`src/rtl/br_upd_queue_pkg.sv`:
```
// br_pkg: shared types and constants for the branch-predictor update queue.
//
// Contents:
//   pd_type_e      resolved branch kind (00 none, 01 cond, 10 call, 11 return)
//   br_upd_rec_t   one queued predictor-update record
//   BR_UPD_DEPTH   default queue depth
//   sat_inc16      16-bit saturating increment
package br_pkg;

  typedef enum logic [1:0] {
    PD_NONE = 2'b00,
    PD_COND = 2'b01,
    PD_CALL = 2'b10,
    PD_RET  = 2'b11
  } pd_type_e;

  localparam int BR_UPD_DEPTH = 4;

  typedef struct packed {
    pd_type_e    pd_type;
    logic [31:0] pc;
    logic [31:0] target;
    logic        jump;
    logic        mispred;
  } br_upd_rec_t;

  function automatic logic [15:0] sat_inc16(input logic [15:0] v);
    return (v == 16'hFFFF) ? v : v + 16'd1;
  endfunction

endpackage

```
`src/rtl/br_upd_queue_if.sv`:
```
// br_upd_if: bundle between the EX stage, the update queue and the predictor.
//
// Signals:
//   EX_pd_type / EX_pc_of_br / EX_br_target / EX_br_jump / EX_br
//                        resolved branch record from EX (pd_type 00 = none)
//   upd_ready            predictor accepts the head record this cycle
//   upd_valid            head record is presented
//   upd_pc / upd_target / upd_type / upd_jump / upd_mispred
//                        head record fields
//   q_count              occupancy, $clog2(DEPTH)+1 bits
//   drop_cnt             saturating count of records lost to overflow
//
// Modports:
//   slave   the queue's view
//   master  the environment's view (EX stage plus predictor)
interface br_upd_if
  import br_pkg::*;
#(
  parameter int DEPTH = BR_UPD_DEPTH
);
  localparam int CW = $clog2(DEPTH) + 1;

  logic [1:0]    EX_pd_type;
  logic [31:0]   EX_pc_of_br;
  logic [31:0]   EX_br_target;
  logic          EX_br_jump;
  logic          EX_br;
  logic          upd_ready;

  logic          upd_valid;
  logic [31:0]   upd_pc;
  logic [31:0]   upd_target;
  logic [1:0]    upd_type;
  logic          upd_jump;
  logic          upd_mispred;
  logic [CW-1:0] q_count;
  logic [15:0]   drop_cnt;

  modport slave (
    input  EX_pd_type, EX_pc_of_br, EX_br_target, EX_br_jump, EX_br, upd_ready,
    output upd_valid, upd_pc, upd_target, upd_type, upd_jump, upd_mispred,
           q_count, drop_cnt
  );

  modport master (
    output EX_pd_type, EX_pc_of_br, EX_br_target, EX_br_jump, EX_br, upd_ready,
    input  upd_valid, upd_pc, upd_target, upd_type, upd_jump, upd_mispred,
           q_count, drop_cnt
  );

endinterface

```
`src/rtl/br_upd_queue_fifo.sv`:
```
// br_upd_fifo: circular record store with read/write pointers and occupancy.
//
// Ports:
//   clk, rst             clock, synchronous active-high reset
//   i_push               append i_wdata at the tail
//   i_pop                retire the head entry
//   i_ovw                replace the youngest entry with i_wdata (no pointer move)
//   i_wdata              record to write
//   o_head               head entry (registered storage)
//   o_youngest_mispred   mispred flag of the youngest entry
//   o_count              occupancy; the only full/empty indicator
//
// The caller guarantees i_push and i_ovw are never both set, i_pop only
// when non-empty, and i_push only when not full or popping.
module br_upd_fifo
  import br_pkg::*;
#(
  parameter int DEPTH = BR_UPD_DEPTH
) (
  input  logic                   clk,
  input  logic                   rst,
  input  logic                   i_push,
  input  logic                   i_pop,
  input  logic                   i_ovw,
  input  br_upd_rec_t            i_wdata,
  output br_upd_rec_t            o_head,
  output logic                   o_youngest_mispred,
  output logic [$clog2(DEPTH):0] o_count
);
  localparam int AW = $clog2(DEPTH);
  localparam int CW = AW + 1;

  br_upd_rec_t   r_mem [DEPTH];
  logic [AW-1:0] r_wptr;
  logic [AW-1:0] r_rptr;
  logic [CW-1:0] r_count;

  logic [AW-1:0] w_yaddr;
  logic [AW-1:0] w_waddr;
  logic          w_we;

  // Pointers are exactly log2(DEPTH) wide, so wrap is free.
  assign w_yaddr = r_wptr - AW'(1);
  assign w_waddr = i_push ? r_wptr : w_yaddr;
  assign w_we    = !rst && (i_push || i_ovw);

  always_ff @(posedge clk) begin
    if (w_we) begin
      r_mem[w_waddr] <= i_wdata;
    end
  end

  always_ff @(posedge clk) begin
    if (rst) begin
      r_wptr  <= '0;
      r_rptr  <= '0;
      r_count <= '0;
    end else begin
      if (i_push) begin
        r_wptr <= r_wptr + AW'(1);
      end
      if (i_pop) begin
        r_rptr <= r_rptr + AW'(1);
      end
      case ({i_push, i_pop})
        2'b10:   r_count <= r_count + CW'(1);
        2'b01:   r_count <= r_count - CW'(1);
        default: r_count <= r_count;
      endcase
    end
  end

  assign o_head             = r_mem[r_rptr];
  assign o_youngest_mispred = r_mem[w_yaddr].mispred;
  assign o_count            = r_count;

endmodule

```
`src/rtl/br_upd_queue.sv`:
```
// br_upd_queue: buffers resolved-branch records from EX and feeds them in
// order to the branch predictor's update port.
//
// Ports:
//   clk    single clock, rising edge
//   rst    synchronous active-high reset
//   bus    br_upd_if.slave: EX_* record in, upd_* head record out with
//          upd_valid/upd_ready handshake, q_count occupancy, drop_cnt
//
// Overflow policy when full and nothing leaves this cycle:
//   - ordinary record: dropped
//   - mispredict record: replaces the youngest entry unless that entry is
//     itself a mispredict, in which case the incoming one is dropped
//   drop_cnt counts every such overflow event and saturates at 16'hFFFF.
module br_upd_queue
  import br_pkg::*;
#(
  parameter int DEPTH = BR_UPD_DEPTH
) (
  input  logic    clk,
  input  logic    rst,
  br_upd_if.slave bus
);
  localparam int CW = $clog2(DEPTH) + 1;

  br_upd_rec_t   w_in_rec;
  br_upd_rec_t   w_head;
  logic [CW-1:0] w_count;
  logic          w_youngest_mispred;
  logic          w_enq_req;
  logic          w_valid;
  logic          w_full;
  logic          w_deq;
  logic          w_push;
  logic          w_ovw;
  logic          w_drop;
  logic          w_show;
  logic [15:0]   r_drop_cnt;

  assign w_in_rec = '{
    pd_type: pd_type_e'(bus.EX_pd_type),
    pc:      bus.EX_pc_of_br,
    target:  bus.EX_br_target,
    jump:    bus.EX_br_jump,
    mispred: bus.EX_br
  };

  assign w_enq_req = (pd_type_e'(bus.EX_pd_type) != PD_NONE);
  assign w_valid   = (w_count != '0);
  assign w_full    = (w_count == CW'(DEPTH));
  // upd_valid is derived from the registered count, so a record arriving
  // into an empty queue cannot be dequeued in the same cycle.
  assign w_deq     = w_valid && bus.upd_ready;
  assign w_push    = w_enq_req && (!w_full || w_deq);
  assign w_drop    = w_enq_req && w_full && !w_deq;
  assign w_ovw     = w_drop && bus.EX_br && !w_youngest_mispred;

  br_upd_fifo #(
    .DEPTH (DEPTH)
  ) u_fifo (
    .clk                (clk),
    .rst                (rst),
    .i_push             (w_push),
    .i_pop              (w_deq),
    .i_ovw              (w_ovw),
    .i_wdata            (w_in_rec),
    .o_head             (w_head),
    .o_youngest_mispred (w_youngest_mispred),
    .o_count            (w_count)
  );

  always_ff @(posedge clk) begin
    if (rst) begin
      r_drop_cnt <= '0;
    end else if (w_drop) begin
      r_drop_cnt <= sat_inc16(r_drop_cnt);
    end
  end

  // Head fields read zero while reset is asserted and whenever the queue is
  // empty, so stale storage never shows on the update port.
  assign w_show          = w_valid && !rst;

  assign bus.upd_valid   = w_valid;
  assign bus.upd_pc      = w_show ? w_head.pc      : 32'h0;
  assign bus.upd_target  = w_show ? w_head.target  : 32'h0;
  assign bus.upd_type    = w_show ? 2'(w_head.pd_type) : 2'b00;
  assign bus.upd_jump    = w_show ? w_head.jump    : 1'b0;
  assign bus.upd_mispred = w_show ? w_head.mispred : 1'b0;
  assign bus.q_count     = w_count;
  assign bus.drop_cnt    = r_drop_cnt;

endmodule

```
`src/flat_wrapper.sv`:
```
// flat-port wrapper written by rule: the top's interface ports become plain ports
module br_upd_queue_flat import br_pkg::*;
#(
  parameter int DEPTH = BR_UPD_DEPTH
)
  (clk, rst, bus_EX_pd_type, bus_EX_pc_of_br, bus_EX_br_target, bus_EX_br_jump, bus_EX_br, bus_upd_ready, bus_upd_valid, bus_upd_pc, bus_upd_target, bus_upd_type, bus_upd_jump, bus_upd_mispred, bus_q_count, bus_drop_cnt);
  br_upd_if #(.DEPTH(DEPTH)) bus_i ();
  input  logic clk;
  input  logic rst;
  input wire logic [$bits(bus_i.EX_pd_type)-1:0] bus_EX_pd_type;
  input wire logic [$bits(bus_i.EX_pc_of_br)-1:0] bus_EX_pc_of_br;
  input wire logic [$bits(bus_i.EX_br_target)-1:0] bus_EX_br_target;
  input wire logic [$bits(bus_i.EX_br_jump)-1:0] bus_EX_br_jump;
  input wire logic [$bits(bus_i.EX_br)-1:0] bus_EX_br;
  input wire logic [$bits(bus_i.upd_ready)-1:0] bus_upd_ready;
  output wire logic [$bits(bus_i.upd_valid)-1:0] bus_upd_valid;
  output wire logic [$bits(bus_i.upd_pc)-1:0] bus_upd_pc;
  output wire logic [$bits(bus_i.upd_target)-1:0] bus_upd_target;
  output wire logic [$bits(bus_i.upd_type)-1:0] bus_upd_type;
  output wire logic [$bits(bus_i.upd_jump)-1:0] bus_upd_jump;
  output wire logic [$bits(bus_i.upd_mispred)-1:0] bus_upd_mispred;
  output wire logic [$bits(bus_i.q_count)-1:0] bus_q_count;
  output wire logic [$bits(bus_i.drop_cnt)-1:0] bus_drop_cnt;
  assign bus_i.EX_pd_type = bus_EX_pd_type;
  assign bus_i.EX_pc_of_br = bus_EX_pc_of_br;
  assign bus_i.EX_br_target = bus_EX_br_target;
  assign bus_i.EX_br_jump = bus_EX_br_jump;
  assign bus_i.EX_br = bus_EX_br;
  assign bus_i.upd_ready = bus_upd_ready;
  assign bus_upd_valid = bus_i.upd_valid;
  assign bus_upd_pc = bus_i.upd_pc;
  assign bus_upd_target = bus_i.upd_target;
  assign bus_upd_type = bus_i.upd_type;
  assign bus_upd_jump = bus_i.upd_jump;
  assign bus_upd_mispred = bus_i.upd_mispred;
  assign bus_q_count = bus_i.q_count;
  assign bus_drop_cnt = bus_i.drop_cnt;
  br_upd_queue #(.DEPTH(DEPTH)) u_core (.clk(clk), .rst(rst), .bus(bus_i));
endmodule
```
`config.mk`:
```
export PLATFORM = sky130hd
export DESIGN_NAME = br_upd_queue_flat
export DESIGN_NICKNAME = d
export VERILOG_FILES = /design/src/rtl/br_upd_queue_pkg.sv /design/src/rtl/br_upd_queue_if.sv /design/src/rtl/br_upd_queue_fifo.sv /design/src/rtl/br_upd_queue.sv /design/src/flat_wrapper.sv
export SDC_FILE = /design/constraint.sdc
export NUM_CORES = 1
export LEC_CHECK = 0
export CORE_MARGIN = 3
export CORE_UTILIZATION = 55
export DETAILED_ROUTE_END_ITERATION = 7
export PLACE_DENSITY = 0.77
export SETUP_SLACK_MARGIN = 0.15
export SLEW_MARGIN = 0
export SYNTH_ARGS = -nofsm -noshare
export SYNTH_HDL_FRONTEND = slang
export SYNTH_SLANG_ARGS = --single-unit
```
`constraint.sdc`:
```
create_clock -name clk -period 8.35 [get_ports clk]
set_input_delay 1.67 -clock clk [delete_from_list [all_inputs] [get_ports clk]]
set_output_delay 1.67 -clock clk [all_outputs]
set_load 0.02 [all_outputs]
```
==> results.py, run 1 <==
metrics = {
    "status": {
        "status": "complete, no violations",
    },
    "logic_synthesis": {
        "syn_nets": 672,
        "async_flop_share_pct": 0,
        "avgSynthCellArea_um2": 19.4,
        "syn_area_um2": 11600,
        "yosysSeqAreaShare_pct": 74.7,
        "synth_edf_count": 272,
        "synthTopCellsByArea": "edfxtp_1, mux4_2, dfxtp_1, and3_1, clkbuf_1",
        "yosys_warnings": 0,
        "synth_cell_types": 41,
        "synth_top_area_share_pct": 70.3,
        "yosysMostFrequentCell": "edfxtp_1",
        "synth_flop_cell": "edfxtp_1",
        "ys_ff_latch": 297,
        "syn-instance-count": 599,
        "synth.top_cells.by_count": "edfxtp_1, and3_1, mux4_2",
        "synth.largest_area_cell": "edfxtp_1",
    },
    "clock_tree": {
        "cts_hold_buf": 0,
        "cts_buffers": 30,
        "clock_sinks": 297,
        "clk_latency_ns": 0.54,
        "ctsRootBufferMaster": "clkbuf_16",
        "ctsResizeCount": 0,
        "postCtsSetupBuffers": 0,
        "cts_tree": "built",
        "cts_max_level": 1,
        "clockBufferDepth": 3,
        "clk_pin_slew_ns": 0.05,
    },
    "sta": {
        "fin_skew_ns": 0.0168,
        "setup_viol_count_final": 0,
        "fin_crit_ns": 5.83,
        "rsz0062_at_grt": "false",
        "slew_viol_final": 0,
        "slew-limit-headroom_pct": 20.0,
        "fin_crit_sh_pct": 69.9,
        "fin_tns_setup_ns": 0,
        "clock.fmax_mhz": 171,
        "finalHoldViolCount": 0,
        "tightest_slew_ns": 1.20,
    },
    "pwr": {
        "power.leakage_nw": 4.67,
        "vdd_drop_max_mv": 0.204,
        "power.total_mw": 3.66,
        "power_density_nw_per_um2": 255,
    },
    "floorplan": {
        "core_um2": 20500,
        "num_rows": 52,
        "pin_count": 159,
        "die_area_um2": 22900,
        "dieHeight_um": 151,
        "die_x_um": 151,
        "initial_core_util_pct": 56.7,
    },
    "setup_path": {
        "crit_type": "in -> out",
        "critPathMaxFanout": 71,
        "crit_arrival_ns": 4.16,
        "rr_worst_depth": 5,
        "cp-end-kind": "output pin",
        "required_ns": 6.68,
        "cp-start-kind": "input pin",
    },
    "global_routing": {
        "grt-ovfl-total": 0,
        "grt_max_degree": 72,
        "antenna_found_initial": 0,
        "grt_pass1_vias": 6553,
        "grtUsageTotal_pct": 20.7,
        "grt_pass1_wl_um": 36400,
    },
    "placement": {
        "dpl_cell_area_um2": 13400,
        "gp_congestion": 0.856,
        "hpwl_um": 13200,
        "port_buffers": 158,
    },
    "min_path": {
        "hold_depth": 2,
        "holdCritPathClass": "reg -> reg",
    },
    "detailed_routing": {
        "wl_per_cell_um": 22.4,
        "drt-total-wl_um": 23500,
        "viasPerCell": 6.01,
        "drcViolationCount": 0,
        "wl_met2_um": 12300,
        "first_pass_iters": 5,
        "met1Wirelength_um": 9080,
        "drtIter0Drc": 362,
        "vias": 6300,
        "top_layer": "met4",
        "route.met3.wl_um": 1470,
        "ant_nets": 0,
    },
    "cells_and_area": {
        "drive_gt1_share_pct": 16.7,
        "nets": 826,
        "syn2layout_area_growth_pct": 23.7,
        "design_area_um2": 14400,
    },
    "job": {
        "drv_cap": 0,
    },
}
worst max-delay path: stages:
cell and delay [ns]:
clkdlybuf4s50_1 0.40, buf_4 0.24, inv_2 0.79, and3_1 0.37, clkdlybuf4s50_1 0.63
flip-flops by register name, summed over array words and instances (netlist names), named ones only:
signal and cells:
u_core.u_fifo.o_count 3, u_core.u_fifo.r_wptr 2, u_core.u_fifo.r_rptr 2, u_core.bus.drop_cnt 16, u_core.u_fifo.r_mem 272
metrics by stage:
step / util [%] / cells / hold WS, ns / worst slack (ns)
floorplan: - / 599 / 0.481 / 0.607
global placement: 65.5 / 991 / 0.488 / 2.53
detailed placement: 65.5 / 991 / 0.508 / 2.52
CTS: 70.1 / 1047 / 0.519 / 2.50
global route: 70.1 / 1047 / 0.545 / 2.33
finish: 70.1 / 1048 / 0.518 / 2.52
power by group:
| group | leakage [nW] | switching, mW | internal [mW] | total (mW) |
|---|---|---|---|---|
| Clock | 0.452 | 0.515 | 0.735 | 1.25 |
| Combinational | 1.53 | 0.300 | 0.320 | 0.620 |
| Sequential | 2.69 | 0.0717 | 1.72 | 1.79 |
cell families (layout without fill, tap and decap cells):
kind of cell	count (synthesis)	in the layout	synth area share, %
flops	297	297	74.7
simple gates	138	138	7.35
mux	69	69	13.3
buf+inv	45	223	1.67
compound gates	44	44	2.46
xor+xnor	4	4	0.302
fa+ha+maj	2	2	0.280
other cells	0	1	0
layout by cell type (no fill, tap or decap), drive strengths merged, types with 6 or more instances in the layout:
master	instances
clkbuf	38
edfxtp	272
clkinv	15
nand3	9
or4	13
a21oi	19
mux4	68
clkdlybuf4s50	158
o31ai	12
nor2	8
nand2	10
and3	71
nand4	6
dfxtp	25
final timing paths:
| path | start | to | slack [ns] |
|---|---|---|---|
| hold reg to reg | u_core.bus.drop_cnt[11] | u_core.bus.drop_cnt[11] | 0.52 |
| setup reg to reg | u_core.u_fifo.o_count[2] | u_core.u_fifo.r_mem[1][1] | 4.83 |
| hold / removal | u_core.bus.drop_cnt[11] | u_core.bus.drop_cnt[11] | 0.52 |
| setup / recovery | rst | bus_upd_pc[29] | 2.52 |
per-layer routing:
layer / global-route usage (%) / vias up
met1: 27.1 / 3254
met5: 0 / -
met4: 6.57 / 0
met2: 35.5 / 209
li1: - / 2798
met3: 4.01 / 39
area by class of cell:
cell class	count	area, um2
well taps	270	338
flip-flops and latches	297	8680
clock buffers	38	802
fillers	1301	6130
inverters	4	15.0
repair buffers	163	1620
multi-input cells	257	2780
clock inverters	18	129
diodes	1	2.50
(Power assumes the default switching activity.)
==> run 2, diff against run 1 <==
Settings changed: CORE_UTILIZATION 55 to 49, PLACE_DENSITY 0.77 to 0.72.
Clock period 8.35 ns to 5.2 ns, I/O delays scaled along.
==> results.py, run 2 (synthesized netlist as in run 1, its figures left out) <==
metrics = {
    "sta": {
        "slew_viol_final": 0,
        "setup_viol_count_final": 0,
        "tightest_slew_ns": 1.22,
        "finalHoldViolCount": 0,
        "slew-limit-headroom_pct": 18.6,
        "fin_crit_sh_pct": 80.0,
        "fin_crit_ns": 4.16,
        "rsz0062_at_grt": "false",
        "fin_ws_ns": 1.04,
        "clock.fmax_mhz": 240,
        "fin_tns_setup_ns": 0,
        "fin_skew_ns": 0.0154,
    },
    "detailed_routing": {
        "viasPerCell": 5.75,
        "drcViolationCount": 0,
        "ant_nets": 0,
        "drt-total-wl_um": 23900,
        "wl_per_cell_um": 21.8,
        "first_pass_iters": 5,
        "drtIter0Drc": 478,
        "vias": 6300,
    },
    "global_routing": {
        "grt-ovfl-total": 0,
        "top_usage_layer": "met2",
        "grt_pass1_vias": 6758,
        "met1_usage_pct": 24.1,
        "antenna_found_initial": 0,
        "grtUsageTotal_pct": 18.6,
        "grt.met3_usage_pct": 3.81,
        "grt_max_degree": 70,
        "grt_util_met2_pct": 32.4,
        "grt_pass1_wl_um": 37800,
    },
    "setup_path": {
        "critPathMaxFanout": 69,
        "rr_endpoint": "u_core.u_fifo.r_mem[1][29]",
        "crit_arrival_ns": 3.12,
        "cp_cell_sequence": "or3_2 > and3_1 > clkdlybuf4s50_1",
        "critPathLaunch": "u_core.u_fifo.o_count[1]",
        "max_stage_delay_ns": 1.02,
        "required_ns": 4.16,
        "crit_type": "reg -> out",
        "cp-start-kind": "flop",
        "cpMaxStageDelayCell": "or3_2",
        "r2r_start": "u_core.u_fifo.o_count[2]",
        "endpoint": "bus_upd_jump",
        "rrSetupSlack_ns": 2.16,
        "cp-end-kind": "output pin",
        "rr_worst_depth": 5,
    },
    "cells_and_area": {
        "nets": 832,
        "stdcell_count": 1096,
        "syn2layout_area_growth_pct": 26.2,
        "max_flop_register": "u_core.u_fifo.r_mem",
        "final_common_cell": "edfxtp_1",
        "drive_gt1_share_pct": 19.0,
        "final_cell_mix": "edfxtp_1, clkdlybuf4s50_1, and3_1, mux4_2, clkbuf_16",
        "antenna_cells": 0,
        "largest_register_ffs": 272,
        "design_area_um2": 14700,
    },
    "clock_tree": {
        "cts_buffers": 30,
        "postCtsSetupBuffers": 0,
        "clockBufferDepth": 3,
        "clock_sinks": 297,
        "cts_max_level": 1,
        "ctsResizeCount": 0,
        "clk_pin_slew_ns": 0.06,
        "ctsRootBufferMaster": "clkbuf_16",
        "cts_tree": "built",
        "cts_hold_buf": 0,
        "clk_latency_ns": 0.54,
    },
    "pwr": {
        "power.leakage_nw": 4.80,
        "power_frac_clock_pct": 36.8,
        "vdd_drop_max_mv": 0.216,
        "power.total_mw": 6.14,
        "switching_share_pct": 23.8,
        "power_density_nw_per_um2": 419,
        "combPwrFrac_pct": 16.8,
        "pwr-share-seq_pct": 46.4,
        "power_switching_mw": 1.46,
        "intPower_mw": 4.68,
    },
    "floorplan": {
        "die_area_um2": 25600,
        "core_um2": 23000,
        "dieHeight_um": 160,
        "num_rows": 55,
        "die_x_um": 160,
        "pin_count": 159,
        "initial_core_util_pct": 50.5,
    },
    "placement": {
        "dpl_cell_area_um2": 13600,
        "place_ws_ns": 1.01,
        "dp_cells": 1040,
        "hpwl_um": 14200,
        "port_buffers": 158,
        "gp_congestion": 0.753,
    },
    "job": {
        "drv_cap": 0,
    },
    "min_path": {
        "holdCritPathClass": "reg -> reg",
    },
    "status": {
        "status": "complete, no violations",
    },
}
[run 2: changes by cell type in the layout (fill, tap and decap cells not counted), sizes merged]
cell | before | now
buf | 5 | 11
clkinv | 15 | 11
bufinv | 2 | 4
inv | 4 | 6
clkbuf | 38 | 39
clkinvlp | 1 | 0
diode | 1 | 0
[run 2: power groups by stage]
stage                     Clock, mW  Combinational (mW)  Sequential, mW
after floorplan                   0               0.670            2.84
after global placement            0                1.03            2.89
after detailed placement          0                1.05            2.90
after CTS                      2.31                1.05            2.85
after global routing           2.41                1.10            2.87
final                          2.26                1.03            2.85
[run 2: worst min path at each step]
stage	endpoint	from	cells past startpoint	slack [ns]
5_1_grt	u_core.bus.drop_cnt[4]	u_core.bus.drop_cnt[4]	2	0.57
3_5_place_dp	u_core.bus.drop_cnt[15]	u_core.bus.drop_cnt[15]	2	0.52
2_1_floorplan	flop	u_core.u_fifo.r_rptr[1]	2	0.48
6_report	u_core.bus.drop_cnt[15]	u_core.bus.drop_cnt[15]	2	0.53
3_3_place_gp	u_core.bus.drop_cnt[15]	u_core.bus.drop_cnt[15]	2	0.49
4_1_cts	u_core.bus.drop_cnt[15]	u_core.bus.drop_cnt[15]	2	0.53
[run 2: per-layer routing]
layer,vias to the layer above,share of wire [%]
met3,35,6.1
li1,2813,-
met5,-,0
met2,228,52
met1,3224,40
met4,0,1.9
[run 2: stage by stage]
step	hold slack (ns)	util (%)
global placement	0.489	59.0
finish	0.528	63.7
global route	0.570	63.7
detailed placement	0.517	59.0
CTS	0.528	63.7
floorplan	0.485	-
[run 2: layout make-up]
class,count,area (um2)
sequential,297,8680
timing repair buffer,169,1700
clock inverter,17,190
tap,313,392
fill,1634,8330
multi-input combinational,257,2790
clock buffer,39,890
inverter,4,15.0
[run 2: worst max-delay path: cells and delay by family, from the launching register on]
| kind | cells | cell delay [ns] |
|---|---|---|
| buffers and inverters | 1 | 0.63 |
| and+or+nand+nor | 2 | 1.39 |
| DFF | 1 | 0.55 |
